`src/rtl/frog_death_monitor.sv`:
```
// Per-frame frog hazard monitor: decides deaths, sequences the death animation,
// the respawn and the post-respawn grace period. Build with FROG_TIMEOUT_EN to get the per-life timer.
module frog_death_monitor #(
  parameter int RIVER_Y_TOP  = 80,
  parameter int RIVER_Y_BOT  = 200,
  parameter int X_MAX        = 600,
  parameter int DEATH_FRAMES = 32,
  parameter int GRACE_FRAMES = 60,
  parameter int TIME_LIMIT   = 1800
) (
  input  logic        frame_clk,
  input  logic        game_restart_n,
  input  logic [10:0] frog_x,
  input  logic [10:0] frog_y,
  input  logic        car_hit,
  input  logic        on_log,
  input  logic        frog_home,
  input  logic        game_halt,
  output logic        dead_frog,
  output logic [1:0]  death_cause,
  output logic        frog_frozen,
  output logic [1:0]  death_anim_frame,
  output logic        frog_respawn,
  output logic        invulnerable,
  output logic [10:0] time_left
);

  typedef enum logic [1:0] {ALIVE, DYING, GRACE} state_t;
  typedef enum logic [1:0] {
    CAUSE_NONE    = 2'd0,
    CAUSE_CAR     = 2'd1,
    CAUSE_WATER   = 2'd2,
    CAUSE_TIMEOUT = 2'd3
  } cause_t;

  localparam logic [7:0]  DYING_LAST  = 8'(DEATH_FRAMES - 1);
  localparam logic [7:0]  GRACE_LAST  = 8'(GRACE_FRAMES - 1);
  localparam logic [7:0]  ANIM_STEP   = 8'(DEATH_FRAMES / 4);
  localparam logic [10:0] TIME_RELOAD = 11'(TIME_LIMIT);

  state_t      state, state_d;
  logic [7:0]  frame_cnt, frame_cnt_d;
  cause_t      cause_q, cause_d;
  logic        dead_d, respawn_d;
  logic [7:0]  anim_idx;
  logic [1:0]  anim_d;

  logic        in_river, off_screen;
  logic        hit_car, hit_water, hit_timeout;

  assign in_river   = (frog_y >= 11'(RIVER_Y_TOP)) && (frog_y <= 11'(RIVER_Y_BOT));
  assign off_screen = frog_x > 11'(X_MAX);
  assign hit_car    = car_hit;
  assign hit_water  = (in_river && !on_log) || off_screen;

`ifdef FROG_TIMEOUT_EN
  logic [10:0] time_q, time_d;

  assign hit_timeout = (time_q == 11'd0);
  assign time_left   = time_q;

  // Respawn and home reloads win over the decrement; DYING ignores frog_home.
  always_comb begin
    time_d = time_q;
    if (state == DYING) begin
      if (respawn_d) time_d = TIME_RELOAD;
    end else if (frog_home) begin
      time_d = TIME_RELOAD;
    end else if (state == ALIVE && !game_halt && time_q != 11'd0) begin
      time_d = time_q - 11'd1;
    end
  end

  always_ff @(posedge frame_clk or negedge game_restart_n) begin
    if (!game_restart_n) time_q <= TIME_RELOAD;
    else                 time_q <= time_d;
  end
`else
  logic unused_frog_home;

  assign hit_timeout      = 1'b0;
  assign time_left        = 11'd0;
  assign unused_frog_home = frog_home;
`endif

  always_comb begin
    // NOTE: every signal gets a default before the case so no path leaves it unassigned (no latches).
    state_d     = state;
    frame_cnt_d = frame_cnt;
    cause_d     = cause_q;
    dead_d      = 1'b0;
    respawn_d   = 1'b0;

    case (state)
      ALIVE: begin
        if (!game_halt && (hit_car || hit_water || hit_timeout)) begin
          state_d     = DYING;
          frame_cnt_d = 8'd0;
          dead_d      = 1'b1;
          if (hit_car)        cause_d = CAUSE_CAR;
          else if (hit_water) cause_d = CAUSE_WATER;
          else                cause_d = CAUSE_TIMEOUT;
        end
      end
      DYING: begin
        if (frame_cnt == DYING_LAST) begin
          state_d     = GRACE;
          frame_cnt_d = 8'd0;
          respawn_d   = 1'b1;
        end else begin
          frame_cnt_d = frame_cnt + 8'd1;
        end
      end
      GRACE: begin
        if (frame_cnt == GRACE_LAST) begin
          state_d     = ALIVE;
          frame_cnt_d = 8'd0;
        end else begin
          frame_cnt_d = frame_cnt + 8'd1;
        end
      end
      default: begin
        state_d     = ALIVE;
        frame_cnt_d = 8'd0;
      end
    endcase

    // Four equal animation phases across the death sequence.
    anim_idx = frame_cnt_d / ANIM_STEP;
    anim_d   = (state_d == DYING) ? anim_idx[1:0] : 2'd0;
  end

  // Outputs are registered from next-state values so they line up with the state they describe.
  always_ff @(posedge frame_clk or negedge game_restart_n) begin
    if (!game_restart_n) begin
      state            <= ALIVE;
      frame_cnt        <= 8'd0;
      cause_q          <= CAUSE_NONE;
      dead_frog        <= 1'b0;
      frog_respawn     <= 1'b0;
      frog_frozen      <= 1'b0;
      invulnerable     <= 1'b0;
      death_anim_frame <= 2'd0;
    end else begin
      // NOTE: sequential state uses non-blocking assignments so all flops update together.
      state            <= state_d;
      frame_cnt        <= frame_cnt_d;
      cause_q          <= cause_d;
      dead_frog        <= dead_d;
      frog_respawn     <= respawn_d;
      frog_frozen      <= (state_d == DYING);
      invulnerable     <= (state_d == GRACE);
      death_anim_frame <= anim_d;
    end
  end

  assign death_cause = cause_q;

endmodule

```
`config.mk`:
```
export PLATFORM = sky130hd
export DESIGN_NAME = frog_death_monitor
export DESIGN_NICKNAME = d
export VERILOG_FILES = /design/src/rtl/frog_death_monitor.sv
export SDC_FILE = /design/constraint.sdc
export NUM_CORES = 1
export LEC_CHECK = 0
export ABC_CLOCK_PERIOD_IN_PS = 2950
export BUFFER_PORTS_ARGS = -buffer_cell sky130_fd_sc_hd__buf_2
export CAP_MARGIN = 20
export CORE_MARGIN = 1
export CORE_UTILIZATION = 49
export CTS_BUF_LIST = sky130_fd_sc_hd__clkbuf_16
export DETAILED_ROUTE_END_ITERATION = 8
export PLACE_DENSITY_LB_ADDON = 0.15
export SYNTH_ARGS = -nofsm -noshare
export SYNTH_HDL_FRONTEND = slang
export SYNTH_SLANG_ARGS = --single-unit
```
`constraint.sdc`:
```
create_clock -name frame_clk -period 2.95 [get_ports frame_clk]
set_input_delay 0.4425 -clock frame_clk [delete_from_list [all_inputs] [get_ports frame_clk]]
set_output_delay 0.4425 -clock frame_clk [all_outputs]
set_load 0.02 [all_outputs]
```
==> key figures <==
Status
  • Outcome: completed

Floorplan
  • Die area: 2235 sq um
  • Number of top-level pins: 47
  • Chip height: 47.28 um
  • Horizontal die dimension: 47.28 um
  • Placement Rows: 16
  • Initial Utilization: 0.5174
  • Core Region: 1942 sq um

Clock network
  • Clock-pin slew of the registers on the worst-case setup and hold paths: 0.05 ns
  • Maximum clock insertion buffer count: 2
  • Post-CTS Resized: 0
  • Number of sinks on the clock net: 18
  • Number of buffers added by the clock tree synthesis step: 3
  • Hold Buf Count CTS: 0
  • CTS H-Tree Depth: 1
  • Insertion delay to the later sink of the worst-skew pair: 0.25 ns
  • Clock tree from TritonCTS: yes
  • Clock tree root driver cell: sky130_fd_sc_hd__clkbuf_16
  • Post-CTS setup buffer count: 0

Synthesis
  • Dominant cell type by area after synthesis: sky130_fd_sc_hd__dfrtp_1
  • Number of enable flip-flop cells after synthesis: 0
  • Synth top area cells: sky130_fd_sc_hd__dfrtp_1 (45%), sky130_fd_sc_hd__buf_4 (9.0%), sky130_fd_sc_hd__nand2_1 (4.1%), sky130_fd_sc_hd__nor2_1 (2.6%), sky130_fd_sc_hd__o311ai_4 (2.6%)
  • Netlist cell types: 37
  • Post-synthesis average cell area: 9.569 sq um
  • Number of synthesis warnings: 0
  • Count leader, synth: sky130_fd_sc_hd__dfrtp_1
  • Most frequent cells after synthesis: sky130_fd_sc_hd__dfrtp_1 (18), sky130_fd_sc_hd__buf_4 (12), sky130_fd_sc_hd__nand2_1 (11)
  • Area share of the largest cell type after synthesis: 0.4483
  • Synthesized area: 1005 sq um
  • Async set or reset register ratio after synthesis: 1.000
  • Number of synthesized register bits: 18
  • Synthesized instance count: 105
  • Share of the yosys chip area belonging to registers: 0.4483
  • Most instantiated flip-flop cell in the synthesis netlist: sky130_fd_sc_hd__dfrtp_1

Cells and area
  • Area used by sequential logic in the layout: 450.4 sq um
  • Count of inserted antenna diode cells: 0
  • Post-route cell area: 1235 sq um
  • Non-Filler Instances: 168
  • Fraction of final layout cells sized beyond drive strength 1: 0.3191
  • Core utilization of the finished layout: 0.6360
  • Area of the multi-input gates: 486.7 sq um
  • Count of fill cells added during filler insertion: 186
  • Area delta synth->final: 22.91%
  • Nets: 171

Detailed routing
  • Vias per cell: 4.982
  • Initial DRC Count: 6
  • Total DRC errors in the routed layout: 0
  • Remaining antenna violation count after routing: 0
  • Length of the first detailed-routing pass in iterations: 4
  • Average wire per cell in the routed design: 11.97 um
  • Total wire length after detailed routing: 2.011 mm
  • Via total after detailed routing: 837

Timing
  • Final critical-path share of the clock period: 0.7116
  • Setup repair after global routing missed its margin: false
  • Maximum clock frequency: 476.4 MHz
  • Worst setup slack after layout: 0.8509 ns
  • Crit path time final: 2.099 ns
  • Number of failing setup endpoints in the final timing report: 0
  • Total count of max-transition violations in the final report: 0
  • Sum Neg Setup Slack: 0 ns
  • Actual transition at the worst max-transition pin: 0.6789 ns
  • Worst relative slew slack: 0.5435
  • Hold Fails Final Rpt: 0
  • Final setup skew: 0.0005289 ns

Job
  • Max_cap viols: 0

Global routing
  • Number of global-route vias before repair: 812
  • Leftover overflow at the end of global routing: 0
  • First-pass GRT wire length: 3.339 mm
  • Maximum number of pins on one net before global-route repair: 19
  • Gr usage total: 0.2097
  • Number of antenna violations at the first check in global routing: 0

Placement
  • Number of placed instances with taps included: 164
  • Dpl ws: 0.8701 ns
  • Final estimated routing congestion in global placement: 0.7904
  • IO buf count: 34
  • Dpl cell area: 1156 sq um
  • Total half-perimeter wirelength after legalization and detailed placement: 1.586 mm

Hold path
  • Hold/Removal Path Class: in2async

Worst setup path
  • Worst Setup Path Type: reg2reg
  • Data required time at the worst endpoint: 3.08 ns
  • Kind of end point of the critical path: flip-flop
  • Worst-path maximum fanout: 6
  • Crit start category: flip-flop
  • Arrival time of the worst setup path: 2.23 ns
  • Worst setup slack for register-to-register paths: 0.85 ns

Power and ir drop
  • Leakage power of the design: 0.6273 nW
  • Maximum resistive drop on vdd: 0.5082 mV
  • Power per cell area: 456.3 nW/um^2
==> worst max-delay path: stages, from the launching register on <==
cell                       delay (ns)
sky130_fd_sc_hd__dfrtp_1         0.44
sky130_fd_sc_hd__or3b_1          0.45
sky130_fd_sc_hd__o311ai_4        0.30
sky130_fd_sc_hd__and2_0          0.39
sky130_fd_sc_hd__inv_2           0.09
sky130_fd_sc_hd__a221o_1         0.31
==> cell type report <==
| class | count | area share |
|---|---|---|
| Timing Repair Buffer | 34 | 0.1378 |
| Multi-Input combinational cell | 81 | 0.3941 |
| Clock inverter | 1 | 0.003040 |
| Tap cell | 27 | 0.02736 |
| Sequential cell | 18 | 0.3647 |
| Inverter | 4 | 0.01216 |
| Clock buffer | 3 | 0.06079 |
==> registers in the layout, indices dropped and copies added (netlist names) <==
name,cells
frame_cnt,8
frog_respawn,1
frog_frozen,1
death_anim_frame,2
invulnerable,1
state,2
dead_frog,1
death_cause,2
==> routing by layer <==
metal	track usage	routed length, um
met5	0	0
met4	0.02857	0
met3	0.06923	70
met2	0.3863	1102
met1	0.2382	839
==> through the flow <==
step,power [W],hold WS (ns)
after global placement,0.0002973,0.3813
after detailed placement,0.0002985,0.3939
after global routing,0.0005835,0.1578
after floorplan,0.0002853,0.1469
after CTS,0.0005672,0.1322
final,0.0005635,0.1144
==> cell usage in the layout, fill, tap and decap left out, types with 2 or more instances in the layout <==
cell type,count
sky130_fd_sc_hd__or2_2,2
sky130_fd_sc_hd__mux2i_1,2
sky130_fd_sc_hd__nor3_1,4
sky130_fd_sc_hd__xnor2_1,2
sky130_fd_sc_hd__a21oi_1,4
sky130_fd_sc_hd__dfrtp_1,18
sky130_fd_sc_hd__a22o_2,2
sky130_fd_sc_hd__o21ai_0,4
sky130_fd_sc_hd__nand3_1,4
sky130_fd_sc_hd__buf_2,34
sky130_fd_sc_hd__nand2_1,11
sky130_fd_sc_hd__o31ai_1,2
sky130_fd_sc_hd__conb_1,11
sky130_fd_sc_hd__inv_1,3
sky130_fd_sc_hd__a31oi_1,3
sky130_fd_sc_hd__or4_1,2
sky130_fd_sc_hd__clkbuf_16,3
sky130_fd_sc_hd__nor2_1,7
sky130_fd_sc_hd__nand2b_1,3
==> power breakdown <==
group / switching, W / total, W / internal, W
Clock: 0.0000892 / 0.000269 / 0.000180
Sequential: 0.000000626 / 0.000249 / 0.000249
Combinational: 0.0000278 / 0.0000448 / 0.0000170
==> final timing paths <==
check	from	to	cells past startpoint
hold reg to reg	death_cause[0]$_DFFE_PN0P_	death_cause[0]$_DFFE_PN0P_	1
max in group asynchronous	game_restart_n	frame_cnt[7]$_DFFE_PN0P_	1
min in group frame_clk	car_hit	death_cause[1]$_DFFE_PN0P_	2
setup reg to reg	frame_cnt[4]$_DFF_PN0_	frame_cnt[7]$_DFFE_PN0P_	5
setup / recovery	frame_cnt[4]$_DFF_PN0_	frame_cnt[7]$_DFFE_PN0P_	5
hold / removal	game_restart_n	death_cause[0]$_DFFE_PN0P_	1
==> cells by family (layout without fill, tap and decap cells) <==
group / count (synthesis) / in the layout / synth area share
AO/OA/AOI/OAI: 24 / 24 / 0.1818
XOR/XNOR: 2 / 2 / 0.01744
adder cells (fa/ha/maj): 1 / 1 / 0.01245
buffers and inverters: 16 / 42 / 0.1046
flip-flops: 18 / 18 / 0.4483
multiplexers: 2 / 2 / 0.01993
other: 1 / 11 / 0.003732
AND/OR/NAND/NOR: 41 / 41 / 0.2117
No activity file was read; power rests on OpenSTA's default activity.
